==> config.mk <==
export PLATFORM = sky130hd
export DESIGN_NAME = ibex_multdiv_arbiter_flat
export DESIGN_NICKNAME = d
export VERILOG_FILES = /design/src/rtl/ibex_multdiv_arbiter_if.sv /design/src/rtl/ibex_multdiv_arbiter.sv /design/src/flat_wrapper.sv
export SDC_FILE = /design/constraint.sdc
export NUM_CORES = 1
export LEC_CHECK = 0
export ABC_AREA = 0
export BUFFER_PORTS_ARGS = -buffer_cell sky130_fd_sc_hd__buf_2
export CORE_MARGIN = 3
export CORE_UTILIZATION = 44
export CTS_CLUSTER_SIZE = 24
export DETAILED_ROUTE_END_ITERATION = 16
export GPL_TIMING_DRIVEN = 0
export PLACE_DENSITY_LB_ADDON = 0.12
export SYNTH_ARGS = -nofsm -noshare
export SYNTH_HDL_FRONTEND = slang
export SYNTH_SLANG_ARGS = --single-unit
export TNS_END_PERCENT = 30
==> constraint.sdc <==
create_clock -name clk_i -period 1.9 [get_ports clk_i]
set_input_delay 0.285 -clock clk_i [delete_from_list [all_inputs] [get_ports clk_i]]
set_output_delay 0.285 -clock clk_i [all_outputs]
set_load 0.03 [all_outputs]
==> src/rtl/ibex_multdiv_arbiter_if.sv <==
// Requester/response bundle for the shared multdiv arbiter.
// master: the side issuing requests and consuming responses.
// slave:  the arbiter.
// Operator encoding follows ibex md_op_e: 0=MULL 1=MULH 2=DIV 3=REM.
interface ibex_multdiv_arbiter_if #(
    parameter int unsigned NumReq = 2
);
    logic [NumReq-1:0]         req_valid;
    logic [NumReq-1:0]         req_ready;
    logic [NumReq-1:0][1:0]    req_operator;
    logic [NumReq-1:0][1:0]    req_signed_mode;
    logic [NumReq-1:0][31:0]   req_op_a;
    logic [NumReq-1:0][31:0]   req_op_b;

    logic                      resp_valid;
    logic                      resp_id;
    logic [31:0]               resp_result;
    logic                      resp_ready;

    modport master (
        output req_valid, req_operator, req_signed_mode, req_op_a, req_op_b, resp_ready,
        input  req_ready, resp_valid, resp_id, resp_result
    );

    modport slave (
        input  req_valid, req_operator, req_signed_mode, req_op_a, req_op_b, resp_ready,
        output req_ready, resp_valid, resp_id, resp_result
    );
endinterface

==> src/rtl/ibex_multdiv_arbiter.sv <==
// Two-requester front end for a single ibex_multdiv_fast instance.
// Round-robin grant, one operation in flight, operands latched and held
// for the whole operation, result buffered until the owner takes it.
module ibex_multdiv_arbiter #(
    parameter int unsigned NumReq  = 2,
    parameter int unsigned LatCntW = 6
) (
    input  logic                  clk_i,
    input  logic                  rst_i,
    ibex_multdiv_arbiter_if.slave bus,
    input  logic                  flush_i,
    output logic [1:0]            md_operator_o,
    output logic [1:0]            md_signed_mode_o,
    output logic [31:0]           md_op_a_o,
    output logic [31:0]           md_op_b_o,
    output logic                  md_mult_en_o,
    output logic                  md_div_en_o,
    input  logic                  md_valid_i,
    input  logic [31:0]           md_result_i,
    output logic [LatCntW-1:0]    last_latency_o
);

    localparam logic [1:0] MD_OP_MULL = 2'd0;
    localparam logic [1:0] MD_OP_MULH = 2'd1;

    typedef enum logic [1:0] {
        IDLE = 2'd0,
        BUSY = 2'd1,
        RESP = 2'd2
    } state_e;

    state_e              state;
    logic                rr_ptr;
    logic                winner;
    logic                accept;
    logic                flush_pend;
    logic                owner_id;
    logic                resp_valid;
    logic [31:0]         result;
    logic [LatCntW-1:0]  lat_cnt;
    logic [NumReq-1:0]   req_ready;
    logic                win_is_mul;

    // Grant: rr pointer breaks ties, otherwise the lone valid requester wins.
    always_comb begin
        winner = bus.req_valid[1];
        if (&bus.req_valid) begin
            winner = rr_ptr;
        end
    end

    // Accept happens only in IDLE; reset masks it so nothing slips in on a reset edge.
    assign accept     = (state == IDLE) && !rst_i && (|bus.req_valid);
    assign win_is_mul = (bus.req_operator[winner] == MD_OP_MULL) ||
                        (bus.req_operator[winner] == MD_OP_MULH);

    // Only the grant winner sees ready, and only while idle.
    always_comb begin
        req_ready = '0;
        if (accept) begin
            req_ready[winner] = 1'b1;
        end
    end

    assign bus.req_ready   = req_ready;
    assign bus.resp_valid  = resp_valid;
    assign bus.resp_id     = owner_id;
    assign bus.resp_result = result;

    // Control FSM with registered unit-side outputs and response buffer.
    always_ff @(posedge clk_i) begin
        if (rst_i) begin
            state            <= IDLE;
            rr_ptr           <= 1'b0;
            flush_pend       <= 1'b0;
            owner_id         <= 1'b0;
            resp_valid       <= 1'b0;
            result           <= '0;
            lat_cnt          <= '0;
            last_latency_o   <= '0;
            md_operator_o    <= '0;
            md_signed_mode_o <= '0;
            md_op_a_o        <= '0;
            md_op_b_o        <= '0;
            md_mult_en_o     <= 1'b0;
            md_div_en_o      <= 1'b0;
        end else begin
            case (state)
                IDLE: begin
                    if (accept) begin
                        md_operator_o    <= bus.req_operator[winner];
                        md_signed_mode_o <= bus.req_signed_mode[winner];
                        md_op_a_o        <= bus.req_op_a[winner];
                        md_op_b_o        <= bus.req_op_b[winner];
                        md_mult_en_o     <= win_is_mul;
                        md_div_en_o      <= !win_is_mul;
                        owner_id         <= winner;
                        rr_ptr           <= ~winner;
                        lat_cnt          <= LatCntW'(1);
                        flush_pend       <= 1'b0;
                        state            <= BUSY;
                    end
                end
                BUSY: begin
                    // Enables stay up through a flush: dropping them mid-op would
                    // stall the unit's internal FSM, so the result is just dropped.
                    if (flush_i) begin
                        flush_pend <= 1'b1;
                    end
                    if (md_valid_i) begin
                        result         <= md_result_i;
                        last_latency_o <= lat_cnt;
                        md_mult_en_o   <= 1'b0;
                        md_div_en_o    <= 1'b0;
                        if (flush_pend || flush_i) begin
                            flush_pend <= 1'b0;
                            state      <= IDLE;
                        end else begin
                            resp_valid <= 1'b1;
                            state      <= RESP;
                        end
                    end else if (lat_cnt != {LatCntW{1'b1}}) begin
                        lat_cnt <= lat_cnt + 1'b1;
                    end
                end
                RESP: begin
                    if (flush_i || bus.resp_ready) begin
                        resp_valid <= 1'b0;
                        state      <= IDLE;
                    end
                end
                default: begin
                    resp_valid   <= 1'b0;
                    md_mult_en_o <= 1'b0;
                    md_div_en_o  <= 1'b0;
                    flush_pend   <= 1'b0;
                    state        <= IDLE;
                end
            endcase
        end
    end

endmodule

==> src/flat_wrapper.sv <==
// flat-port wrapper written by rule: the top's interface ports become plain ports
module ibex_multdiv_arbiter_flat 
#(
    parameter int unsigned NumReq  = 2,
    parameter int unsigned LatCntW = 6
)
  (clk_i, rst_i, flush_i, md_operator_o, md_signed_mode_o, md_op_a_o, md_op_b_o, md_mult_en_o, md_div_en_o, md_valid_i, md_result_i, last_latency_o, bus_req_valid, bus_req_operator, bus_req_signed_mode, bus_req_op_a, bus_req_op_b, bus_resp_ready, bus_req_ready, bus_resp_valid, bus_resp_id, bus_resp_result);
  ibex_multdiv_arbiter_if #(.NumReq(NumReq)) bus_i ();
  input  logic clk_i;
  input  logic rst_i;
  input  logic flush_i;
  output logic [1:0] md_operator_o;
  output logic [1:0] md_signed_mode_o;
  output logic [31:0] md_op_a_o;
  output logic [31:0] md_op_b_o;
  output logic md_mult_en_o;
  output logic md_div_en_o;
  input  logic md_valid_i;
  input  logic [31:0] md_result_i;
  output logic [LatCntW-1:0] last_latency_o;
  input wire logic [$bits(bus_i.req_valid)-1:0] bus_req_valid;
  input wire logic [$bits(bus_i.req_operator)-1:0] bus_req_operator;
  input wire logic [$bits(bus_i.req_signed_mode)-1:0] bus_req_signed_mode;
  input wire logic [$bits(bus_i.req_op_a)-1:0] bus_req_op_a;
  input wire logic [$bits(bus_i.req_op_b)-1:0] bus_req_op_b;
  input wire logic [$bits(bus_i.resp_ready)-1:0] bus_resp_ready;
  output wire logic [$bits(bus_i.req_ready)-1:0] bus_req_ready;
  output wire logic [$bits(bus_i.resp_valid)-1:0] bus_resp_valid;
  output wire logic [$bits(bus_i.resp_id)-1:0] bus_resp_id;
  output wire logic [$bits(bus_i.resp_result)-1:0] bus_resp_result;
  assign bus_i.req_valid = bus_req_valid;
  assign bus_i.req_operator = bus_req_operator;
  assign bus_i.req_signed_mode = bus_req_signed_mode;
  assign bus_i.req_op_a = bus_req_op_a;
  assign bus_i.req_op_b = bus_req_op_b;
  assign bus_i.resp_ready = bus_resp_ready;
  assign bus_req_ready = bus_i.req_ready;
  assign bus_resp_valid = bus_i.resp_valid;
  assign bus_resp_id = bus_i.resp_id;
  assign bus_resp_result = bus_i.resp_result;
  ibex_multdiv_arbiter #(.NumReq(NumReq), .LatCntW(LatCntW)) u_core (.clk_i(clk_i), .rst_i(rst_i), .bus(bus_i), .flush_i(flush_i), .md_operator_o(md_operator_o), .md_signed_mode_o(md_signed_mode_o), .md_op_a_o(md_op_a_o), .md_op_b_o(md_op_b_o), .md_mult_en_o(md_mult_en_o), .md_div_en_o(md_div_en_o), .md_valid_i(md_valid_i), .md_result_i(md_result_i), .last_latency_o(last_latency_o));
endmodule
## Word level (Yosys, flattened, before mapping)

Cells that the tools add are included.

| word-level totals | value |
|---|---|
| register bits after elaboration | 120 |
| logic and storage cells | 85 |
| input port bits | 175 |

| cells by class | value |
|---|---|
| magnitude comparators | 2 |
| multiplexer cells | 35 |
| bitwise operators | 3 |
| reductions and logical operators | 20 |
| add/sub/neg operators | 1 |
| equal/unequal tests | 10 |

Operator list:

| cell | count |
|---|---|
| $mux 32 | 4 |
| $mux 2 | 9 |
| $mux 6 | 3 |
| $mux 1 | 12 |
| $pmux 1 s3 | 4 |
| $pmux 6 s2 | 1 |
| $reduce_and 2->1 | 4 |
| $reduce_and 4->1 | 2 |
| $add 6x1->6 const B | 1 |
| $ne 2x1->1 const B | 3 |
| $ne 2x2->1 const B | 3 |
| $ne 6x6->1 const B | 1 |
| $pmux 2 s3 | 1 |
| $reduce_and 3->1 | 2 |
| $eq 2x1->1 const B | 2 |
| $logic_not 2->1 | 2 |
| $logic_and 1x1->1 | 3 |
| $logic_or 1x1->1 | 3 |
| $not 1->1 | 3 |
| $eq 2x2->1 const B | 1 |
| $logic_not 1->1 | 2 |
| $lt 1x2->1 const B | 1 |
| $reduce_bool 2->1 | 1 |
| $reduce_or 2->1 | 1 |
| other kinds (2) | 2 |

## Logic depth before layout (Yosys ltp)

| logic depth | value |
|---|---|
| depth in word-level cells | 9 |
| depth in mapped cells | 6 |

## Worst setup path after synthesis

Ideal clock, no wire load.

| path | value |
|---|---|
| kind | reg2out |
| start point | register u_core.state[0] |
| end point | output bus_req_ready[1] |
| data required time | 1.615 ns |
| data arrival time | 1.494 ns |
| path slack | 0.121 ns |
| stages on the path, launching flop included | 4 |
| cells stage by stage | dfxtp_1 > buf_6 > or3_1 > nor3_1 |

| between the ends | value |
|---|---|
| cells in the longest elaborated chain, start to end | 4 |

Ends and longest elaborated chain:

| item | line | text |
|---|---|---|
| start, declared | ibex_multdiv_arbiter.sv:32 | `state_e state;` |
| start signal, assigned | ibex_multdiv_arbiter.sv:73 | `state <= IDLE;` |
| start signal, assigned | ibex_multdiv_arbiter.sv:101 | `state <= BUSY;` |
| start signal, assigned | ibex_multdiv_arbiter.sv:117 | `state <= IDLE;` |
| $logic_not 2->1 | ibex_multdiv_arbiter.sv:53 | `assign accept = (state == IDLE) && !rst_i && (\|bus.req_valid);` |
| $logic_and 1x1->1 (2 in a row) | ibex_multdiv_arbiter.sv:53 |  |
| $mux 2 | ibex_multdiv_arbiter.sv:60 | `if (accept) begin` |
| end, declared | flat_wrapper.sv:27 | `output wire logic [$bits(bus_i.req_ready)-1:0] bus_req_ready;` |

Every way passes these cells.

## Worst setup path after layout

Ends and elaborated chain as after synthesis.

==> flow_metrics.env <==
export IMPL_outcome="completed"
export IMPL_power_uw=7910
export IMPL_grt_pass1_vias=5052
export IMPL_ant_nets=0
export IMPL_row_count=38
export IMPL_whs_ps=95.6
export IMPL_cts_sinks=120
export IMPL_avgSynthCellArea_um2=9.10
export IMPL_wl_per_cell_um=15.4
export IMPL_crit_path_end_kind="output port"
export IMPL_timing_rr_end="u_core.lat_cnt[1]"
export IMPL_die_w_um=113
export IMPL_pin_count=287
export IMPL_leakagePower_uw=0.00374
export IMPL_drt_pass1_iterations=4
export IMPL_cts_buffers=17
export IMPL_power_density_mw_per_mm2=1080
export IMPL_critical_path_slowest_cell="or3_4"
export IMPL_fill_cells=942
export IMPL_grt_max_degree=19
export IMPL_areaGrowthSynthToFinish_pct=45.2
export IMPL_ys_warn_count=0
export IMPL_drc=0
export IMPL_slew_viol_final=0
export IMPL_hp_class="in -> reg"
export IMPL_grt_first_pass_wirelength_mm=24.6
export IMPL_synth_cells=553
export IMPL_die_area_mm2=0.0128
export IMPL_path_cells="or3_4 -> nor3_2 -> buf_4"
export IMPL_grt_overflow_total=0
export IMPL_period_share=0.968
export IMPL_drt_wl_total_mm=15.5
export IMPL_rrSetupSlack_ps=200
export IMPL_vias=5098
export IMPL_htree_num_levels=4
export IMPL_finalHoldViolCount=0
export IMPL_nNetsFinal=1034
export IMPL_worstRegToRegCells=5
export IMPL_clock_root_buffer="clkbuf_16"
export IMPL_timing_fmax_mhz=543
export IMPL_grt_use_total=0.241
export IMPL_die_height_um=113
export IMPL_ys_ff_latch=120
export IMPL_hp_start="flush_i"
export IMPL_dp_hpwl_mm=12.1
export IMPL_cp_start_kind="flip-flop"
export IMPL_start_util=0.456
export IMPL_slew_headroom=0.619
export IMPL_grt_antenna_before_repair=0
export IMPL_crit_fanout=12
export IMPL_layout_drive_gt1_share=0.409
export IMPL_diodes=0
export IMPL_worstPathArrival_ps=1560
export IMPL_clk_path_buf_depth=2
export IMPL_critPathMaxStageDelay_ps=410
export IMPL_tightest_slew_ps=572
export IMPL_synth_area_mm2=0.00503
export IMPL_dpl_instance_area_mm2=0.00664
export IMPL_rsz0062_at_grt="false"
export IMPL_routed_via_density=5.04
export IMPL_synth_nets=729
export IMPL_drtIter0Drc=197
export IMPL_finalSetupViolCount=0
export IMPL_ff_latch_area_mm2=0.00241
export IMPL_numPlacedInstances=979
export IMPL_post_route_cell_area_mm2=0.00731
export IMPL_core_mm2=0.0110
export IMPL_period_minus_slack_ps=1840
export IMPL_critical_path_class="reg -> out"
export IMPL_holdPathStages=2
export IMPL_synth_cell_types=38
export IMPL_final_cells=1011
export IMPL_path_clk_slew_ps=50
export IMPL_cts_hold_buf=0
export IMPL_rr_startpoint="u_core.lat_cnt[0]"
export IMPL_hold_end="u_core.state[1]"
export IMPL_tns_ps=0
export IMPL_multiInputGateArea_mm2=0.00236
export IMPL_io_buffers=286
export IMPL_maxCapViolCount=0
export IMPL_clk_latency_ps=410
export IMPL_place_congestion=0.843
export IMPL_required_ps=1620
export IMPL_cts_tree="built"
export IMPL_ys_seq_area_frac=0.477
export IMPL_finClkSkew_ps=7.79
export IMPL_ir_drop_mv=0.664
[routing by layer]
layer,global-route usage,vias up,wire length (µm)
met5,0,-,0
li1,-,2564,-
met4,0.0793,0,204
met2,0.421,211,7980
met3,0.0610,16,1170
met1,0.288,2307,6190
[worst max-delay path, delay by kind of cell (launching register included)]
kind / cells / cell delay (ps)
flops: 1 / 380
buf+inv: 1 / 190
simple gates: 2 / 570
[cell type report]
class | count | share of cell area
clock buffers | 25 | 0.0691
repair buffers | 289 | 0.200
plain buffers | 43 | 0.0332
flip-flops and latches | 120 | 0.329
clock inverters | 7 | 0.0188
inverters | 6 | 0.00308
multi-input cells | 381 | 0.323
well taps | 140 | 0.0240
[worst max-delay path by stage]
stage / startpoint / endpoint / cells after the start
after detailed placement: bus_req_valid[1] / bus_req_ready[0] / 7
after floorplan: u_core.state[0] / bus_req_ready[1] / 3
after CTS: u_core.state[0] / bus_req_ready[1] / 4
after global routing: u_core.rr_ptr / bus_req_ready[0] / 4
after global placement: bus_req_valid[1] / bus_req_ready[0] / 7
final: u_core.state[0] / bus_req_ready[1] / 3
[cell families (layout without fill, tap and decap cells)]
kind of cell / after synthesis / in the layout / synth area share
fa+ha+maj: 1 / 1 / 0.00248
buf+inv: 52 / 370 / 0.0559
simple gates: 173 / 173 / 0.142
flops: 120 / 120 / 0.477
mux: 69 / 69 / 0.137
compound gates: 138 / 138 / 0.185
[state kept, by name, summed over array words and instances (netlist names)]
| name | flops |
|---|---|
| u_core.md_op_b_o | 32 |
| u_core.bus.resp_valid | 1 |
| u_core.md_operator_o | 2 |
| u_core.md_div_en_o | 1 |
| u_core.state | 2 |
| u_core.bus.resp_id | 1 |
| u_core.lat_cnt | 6 |
| u_core.md_signed_mode_o | 2 |
| u_core.md_mult_en_o | 1 |
| u_core.last_latency_o | 6 |
| u_core.md_op_a_o | 32 |
| u_core.flush_pend | 1 |
| u_core.rr_ptr | 1 |
| u_core.bus.resp_result | 32 |
[synth_stat cells (all sizes together)]
library cell / count / share of area
nor3: 8 / 0.011
or3: 1 / 0.0012
ha: 1 / 0.0025
or2b: 1 / 0.0015
a41o: 2 / 0.0040
a21oi: 48 / 0.048
mux2i: 69 / 0.14
o41ai: 1 / 0.0017
o211a: 2 / 0.0040
inv: 6 / 0.0045
dfxtp: 120 / 0.48
nor2b: 1 / 0.0017
clkbuf: 14 / 0.012
and2: 1 / 0.0012
o21ai: 4 / 0.0040
and3: 3 / 0.0037
or3b: 1 / 0.0017
o311a: 1 / 0.0020
nor2: 72 / 0.054
nand3: 2 / 0.0020
o21a: 3 / 0.0045
nand2b: 2 / 0.0025
o32ai: 1 / 0.0017
and4: 1 / 0.0017
buf: 32 / 0.040
a211oi: 72 / 0.11
nand2: 80 / 0.060
o211ai: 1 / 0.0015
o31a: 3 / 0.0052
[metrics by stage]
step | util | setup slack (ps)
final | 0.663 | 59.9
after global routing | 0.663 | 9.17
after CTS | 0.662 | 18.3
after detailed placement | 0.602 | 52.5
after global placement | 0.602 | 53.0
after floorplan | - | 121
[power breakdown]
group,switching (µW),internal [µW],leakage (µW)
Clock,1080,2360,0.000313
Sequential,116,2740,0.000990
Combinational,1030,586,0.00244
Total,2220,5690,0.00374
[layout by cell type, fill, tap and decap left out, types with 3 or more instances in the layout]
master | Yosys | layout
a211oi_1 | 71 | 71
a21oi_1 | 47 | 47
and3_1 | 3 | 3
buf_2 | 15 | 298
buf_4 | 14 | 16
bufinv_16 | 0 | 4
clkbuf_1 | 12 | 15
clkbuf_16 | 0 | 17
clkbuf_8 | 0 | 5
dfxtp_1 | 120 | 118
inv_1 | 6 | 6
mux2i_1 | 69 | 69
nand2_1 | 80 | 80
nor2_1 | 72 | 72
nor3_1 | 6 | 5
o21a_1 | 3 | 3
o31a_1 | 3 | 3
[what timing repair did]
action / 4_1_cts / 5_1_grt
endpoints found under the hold margin: 0 / 0
setup endpoints to repair: 2 / 2
gates resized for setup: 5 / 5
pin swaps: 0 / 3
setup buffers: 1 / 2
(Power assumes the default switching activity.)
